## src/rtl/prbs_ber_ctrl.sv

```systemverilog
// prbs_ber_ctrl
//   Sequences a PRBS generator/checker link and measures the bit-error count
//   over a programmed window. A local checker register is loaded from the
//   received stream (SYNC), proven against ORDER consecutive predictions
//   (VERIFY), then free-runs while compared bits and errors are counted
//   (MEASURE). DONE pulses o_done for one cycle before returning to IDLE.
//
//   Optional build macro: PRBS_BER_ERRINJ_EN adds i_inject. A pulse on it
//   arms a single forced error on the next counted bit in MEASURE.
//
// Ports
//   clock        system clock
//   i_reset      asynchronous active-high reset
//   i_start      start a measurement (accepted only in IDLE)
//   i_abort      return to IDLE from any state (wins over i_start)
//   i_win_len    compared bits per window, latched on accepted start
//   i_tick       symbol-rate strobe for the generator
//   i_rx_bit     received bit, qualified by i_rx_valid
//   i_inject     (PRBS_BER_ERRINJ_EN only) arm one forced error
//   o_gen_enable generator enable (SYNC/VERIFY/MEASURE)
//   o_gen_valid  i_tick & o_gen_enable
//   o_busy       not IDLE
//   o_locked     in MEASURE
//   o_done       one-cycle pulse at window end
//   o_bit_count  compared bits in current/last window
//   o_err_count  errors in current/last window, saturating
module prbs_ber_ctrl #(
  parameter int ORDER = 9,
  parameter int WIN_W = 16,
  parameter int ERR_W = 16
) (
  input  logic             clock,
  input  logic             i_reset,
  input  logic             i_start,
  input  logic             i_abort,
  input  logic [WIN_W-1:0] i_win_len,
  input  logic             i_tick,
  input  logic             i_rx_bit,
  input  logic             i_rx_valid,
`ifdef PRBS_BER_ERRINJ_EN
  input  logic             i_inject,
`endif
  output logic             o_gen_enable,
  output logic             o_gen_valid,
  output logic             o_busy,
  output logic             o_locked,
  output logic             o_done,
  output logic [WIN_W-1:0] o_bit_count,
  output logic [ERR_W-1:0] o_err_count
);

  localparam int CNT_W = $clog2(ORDER + 1);

  typedef enum logic [2:0] {
    S_IDLE,
    S_SYNC,
    S_VERIFY,
    S_MEASURE,
    S_DONE
  } state_t;

  state_t           r_state;
  logic [ORDER-1:0] r_chk;
  logic [CNT_W-1:0] r_cnt;        // SYNC load count / VERIFY good-bit run
  logic [WIN_W-1:0] r_win;
  logic [WIN_W-1:0] r_bit_count;
  logic [ERR_W-1:0] r_err_count;

  logic             w_pred;
  logic [ORDER-1:0] w_chk_load;
  logic [ORDER-1:0] w_chk_run;
  logic             w_err;
  logic [WIN_W-1:0] w_bit_inc;
  logic             w_err_sat;
  logic             w_cnt_last;
  logic             w_meas_count;  // a bit is actually counted this cycle

  assign w_pred       = r_chk[ORDER-5] ^ r_chk[0];
  assign w_chk_load   = {i_rx_bit, r_chk[ORDER-1:1]};
  assign w_chk_run    = {w_pred, r_chk[ORDER-1:1]};
  assign w_bit_inc    = r_bit_count + 1'b1;
  assign w_err_sat    = &r_err_count;
  assign w_cnt_last   = (r_cnt == CNT_W'(ORDER - 1));
  assign w_meas_count = (r_state == S_MEASURE) && i_rx_valid && (r_bit_count != r_win);

`ifdef PRBS_BER_ERRINJ_EN
  logic r_inj_arm;

  // Set has priority over consumption so a pulse coinciding with a counted
  // bit arms the following one.
  always_ff @(posedge clock or posedge i_reset) begin
    if (i_reset) begin
      r_inj_arm <= 1'b0;
    end else if (i_abort) begin
      r_inj_arm <= 1'b0;
    end else if (i_inject) begin
      r_inj_arm <= 1'b1;
    end else if (w_meas_count) begin
      r_inj_arm <= 1'b0;
    end
  end

  assign w_err = i_rx_bit ^ w_pred ^ (r_inj_arm && w_meas_count);
`else
  assign w_err = i_rx_bit ^ w_pred;
`endif

  always_ff @(posedge clock or posedge i_reset) begin
    if (i_reset) begin
      r_state     <= S_IDLE;
      r_chk       <= '0;
      r_cnt       <= '0;
      r_win       <= '0;
      r_bit_count <= '0;
      r_err_count <= '0;
    end else if (i_abort) begin
      r_state <= S_IDLE;
      r_cnt   <= '0;
    end else begin
      case (r_state)
        S_IDLE: begin
          if (i_start) begin
            r_state     <= S_SYNC;
            r_win       <= i_win_len;
            r_bit_count <= '0;
            r_err_count <= '0;
            r_cnt       <= '0;
          end
        end
        S_SYNC: begin
          if (i_rx_valid) begin
            r_chk <= w_chk_load;
            if (w_cnt_last) begin
              r_cnt <= '0;
              // An all-zero register would predict zeros forever; reload.
              if (w_chk_load != '0) begin
                r_state <= S_VERIFY;
              end
            end else begin
              r_cnt <= r_cnt + 1'b1;
            end
          end
        end
        S_VERIFY: begin
          if (i_rx_valid) begin
            r_chk <= w_chk_run;
            if (w_err) begin
              r_state <= S_SYNC;
              r_cnt   <= '0;
            end else if (w_cnt_last) begin
              r_state <= S_MEASURE;
              r_cnt   <= '0;
            end else begin
              r_cnt <= r_cnt + 1'b1;
            end
          end
        end
        S_MEASURE: begin
          if (r_bit_count == r_win) begin
            // Only reachable directly for a zero-length window.
            r_state <= S_DONE;
          end else if (i_rx_valid) begin
            r_chk       <= w_chk_run;
            r_bit_count <= w_bit_inc;
            if (w_err && !w_err_sat) begin
              r_err_count <= r_err_count + 1'b1;
            end
            if (w_bit_inc == r_win) begin
              r_state <= S_DONE;
            end
          end
        end
        S_DONE: begin
          r_state <= S_IDLE;
        end
        default: begin
          r_state <= S_IDLE;
        end
      endcase
    end
  end

  assign o_gen_enable = (r_state == S_SYNC) || (r_state == S_VERIFY) || (r_state == S_MEASURE);
  assign o_gen_valid  = i_tick & o_gen_enable;
  assign o_busy       = (r_state != S_IDLE);
  assign o_locked     = (r_state == S_MEASURE);
  assign o_done       = (r_state == S_DONE);
  assign o_bit_count  = r_bit_count;
  assign o_err_count  = r_err_count;

endmodule

```

## config.mk

```make
export PLATFORM = sky130hd
export DESIGN_NAME = prbs_ber_ctrl
export DESIGN_NICKNAME = d
export VERILOG_FILES = /design/src/rtl/prbs_ber_ctrl.sv
export SDC_FILE = /design/constraint.sdc
export NUM_CORES = 1
export LEC_CHECK = 0
export ABC_AREA = 1
export CORE_AREA = 3 3 122 124
export CTS_CLUSTER_SIZE = 25
export DETAILED_ROUTE_END_ITERATION = 16
export DIE_AREA = 0 0 125 127
export PLACE_DENSITY = 0.52
export SLEW_MARGIN = 30
export SYNTH_ARGS = -nofsm -noshare
export SYNTH_HDL_FRONTEND = slang
export SYNTH_SLANG_ARGS = --single-unit
```

## constraint.sdc

```tcl
create_clock -name clock -period 5.85 [get_ports clock]
set_input_delay 1.17 -clock clock [delete_from_list [all_inputs] [get_ports clock]]
set_output_delay 1.17 -clock clock [all_outputs]
set_load 0.01 [all_outputs]
```

==> impl_metrics.env <==
export IMPL_max_freq_mhz=283
export IMPL_ys_ff_latch=64
export IMPL_area_delta_synth_final_pct=25.4
export IMPL_dp_cells=837
export IMPL_rsz0062_at_grt="false"
export IMPL_hold_path_class="flip-flop to flip-flop"
export IMPL_start_kind="input port"
export IMPL_dp_hpwl_um=8380
export IMPL_netlist_area_mm2=0.00417
export IMPL_track_usage_pct=14.8
export IMPL_yosysWarningCount=0
export IMPL_crit_top_cell="clkdlybuf4s50_1"
export IMPL_antenna_found_initial=0
export IMPL_fp_dieH_um=127
export IMPL_fin_area_mm2=0.00524
export IMPL_rows=43
export IMPL_final_cell_mix="nand2_1, nor2_1, dfrtp_1"
export IMPL_clockBufferDepth=2
export IMPL_holdBufCountCts=0
export IMPL_cts_setup_buffers=0
export IMPL_grt_max_degree=43
export IMPL_crit_fanout=1
export IMPL_synth_area_leader_cell="dfrtp_1"
export IMPL_drv_cap=0
export IMPL_slew_violations=0
export IMPL_ctsResizeCount=0
export IMPL_combPwrFrac_pct=35.5
export IMPL_wl_um=11400
export IMPL_irDropWorstVdd_v=0.000154
export IMPL_outcome="finished clean"
export IMPL_drive_above_1_share_pct=5.20
export IMPL_end_kind="output pin"
export IMPL_diodes=0
export IMPL_setup_worst_path_class="input port to output pin"
export IMPL_finalWorstSetupSlack_ns=2.32
export IMPL_power_frac_seq_pct=32.8
export IMPL_ioPinCount=60
export IMPL_setup_viol_count_final=0
export IMPL_fp_coreArea_mm2=0.0139
export IMPL_intPower_mw=1.18
export IMPL_dieArea_mm2=0.0159
export IMPL_drc=0
export IMPL_wl_per_cell_um=13.4
export IMPL_synth_cells=612
export IMPL_cts_root_buf="clkbuf_16"
export IMPL_fin_crit_ns=3.53
export IMPL_final_cells=853
export IMPL_slew_headroom_pct=40.0
export IMPL_cp_required_ns=4.68
export IMPL_tightest_slew_ns=0.900
export IMPL_timing_setup_tns_ns=0
export IMPL_synth_distinct_cells=33
export IMPL_p_leak_nw=2.45
export IMPL_initial_utilization_pct=30.1
export IMPL_clockPowerShare_pct=31.7
export IMPL_place_congestion=0.886
export IMPL_die_x_um=125
export IMPL_p_per_area_mw_per_mm2=365
export IMPL_vias=3961
export IMPL_routed_via_density=4.64
export IMPL_syn_nets=639
export IMPL_avgSynthCellArea_um2=6.82
export IMPL_skew_ns=0.00436
export IMPL_nets=695
export IMPL_finalHoldViolCount=0
export IMPL_drt_initial_drc_count=178
export IMPL_grt_ovfl_total=0
export IMPL_p_sw_share_pct=38.4
export IMPL_critPathTopFamily="buffers and inverters"
export IMPL_timing_hold_ws_ns=0.494
export IMPL_seq_area_frac_synth_pct=38.4
export IMPL_clock_latency_ns=0.33
export IMPL_io_buffer_count=59
export IMPL_grt_pass1_vias=3882
export IMPL_postRouteAntennaNets=0
export IMPL_slowest_stage="clkdlybuf4s50_1"
export IMPL_tritoncts="yes"
export IMPL_grt_pass1_wl_um=19300
export IMPL_p_sw_mw=0.734
export IMPL_firstDrtPassIters=4
export IMPL_final_common_cell="nand2_1"
export IMPL_ys_top_cells_by_area="dfrtp_1, nand2_1, nand3_1"
export IMPL_cts_sinks=64
export IMPL_critPathMaxStageDelay_ns=0.56
export IMPL_path_cells="clkdlybuf4s50_1 > nor3b_1 > clkdlybuf4s50_1"
export IMPL_clk_pin_slew_ns=0.05
export IMPL_cp_buffers_inverters=2
export IMPL_place_worst_setup_slack_ns=2.31
export IMPL_place_area_mm2=0.00490
export IMPL_timing_final_crit_share_pct=60.4
export IMPL_numCtsBuffers=9
export IMPL_yosys_area_top_type_share_pct=38.4
export IMPL_htreeDepth=3
export IMPL_worstPathArrival_ns=2.36
-- worst paths after layout --
path                             from         endpoint  slack [ns]  depth (start not counted)
setup / recovery               i_tick      o_gen_valid        2.32                          3
hold / removal              r_win[14]        r_win[14]        0.49                          2
setup reg to reg           r_state[2]   o_err_count[1]        3.25                          7
hold reg to reg             r_win[14]        r_win[14]        0.49                          2
max in group asynchronous     i_reset   o_bit_count[7]        3.76                          3
min in group asynchronous     i_reset  o_err_count[15]        1.27                          2
-- stage by stage --
step | util, % | power [mW]
floorplan | - | 1.14
global placement | 35.3 | 1.31
detailed placement | 35.3 | 1.32
CTS | 37.7 | 1.94
global route | 37.7 | 2.06
finish | 37.7 | 1.91
-- sequential cells by signal, indices dropped and copies added (netlist names) --
register,flops
r_chk,9
r_state,3
o_err_count,16
o_bit_count,16
r_win,16
r_cnt,4
-- power by group through the flow --
stage	sequential (mW)	combinational (mW)	clock, mW
6_report	0.627	0.678	0.606
5_1_grt	0.640	0.782	0.634
4_1_cts	0.628	0.693	0.617
3_5_place_dp	0.633	0.692	0
3_3_place_gp	0.631	0.679	0
2_1_floorplan	0.610	0.528	0
-- cells by family (layout without fill, tap and decap cells) --
group	after synthesis	after routing	share of synthesized area, %
buf+inv	70	131	7.25
fa+ha+maj	4	4	1.20
xor+xnor	33	33	6.92
simple gates	411	411	42.2
flops	64	64	38.4
compound gates	30	30	4.08
-- cell usage after synthesis --
library cell  instances
a211oi_2              1
a21oi_1               5
a21oi_2               1
a31oi_1               2
buf_2                 7
buf_4                 3
buf_6                 1
buf_8                 1
clkbuf_1              2
clkbuf_2              1
dfrtp_1              64
ha_1                  4
inv_1                51
inv_2                 4
nand2_1             242
nand2_2               3
nand2_4               2
nand3_1              59
nand3b_1              3
nand4_1              10
nor2_1               73
nor2_2                2
nor2_8                2
nor3_1                5
nor3_2                3
nor3b_1               4
nor4_1                2
o21ai_0              17
o22ai_1               3
o31ai_1               1
or2_2                 1
xnor2_1               8
xor2_1               25
-- worst min-delay path, cell delays in order (launching register included) --
cell	delay, ns
dfrtp_1	0.36
nand2_1	0.06
nand2_1	0.04
-- final cells by class --
| class | count | area [um^2] |
|---|---|---|
| Timing Repair Buffer | 60 | 598 |
| Inverter | 55 | 208 |
| Fill cell | 1473 | 8640 |
| Clock buffer | 14 | 274 |
| Multi-Input combinational cell | 478 | 2270 |
| Sequential cell | 64 | 1600 |
| Tap cell | 180 | 225 |
| Clock inverter | 2 | 60.1 |
-- routing by layer --
metal | share of wire [%] | wire length, um | track usage, %
met5 | 0 | 0 | 0
met4 | 1.4 | 165 | 5.29
met2 | 46 | 5260 | 24.1
met3 | 3.8 | 439 | 1.63
met1 | 49 | 5560 | 20.6
Note: power is estimated with default switching activity, not from simulation.
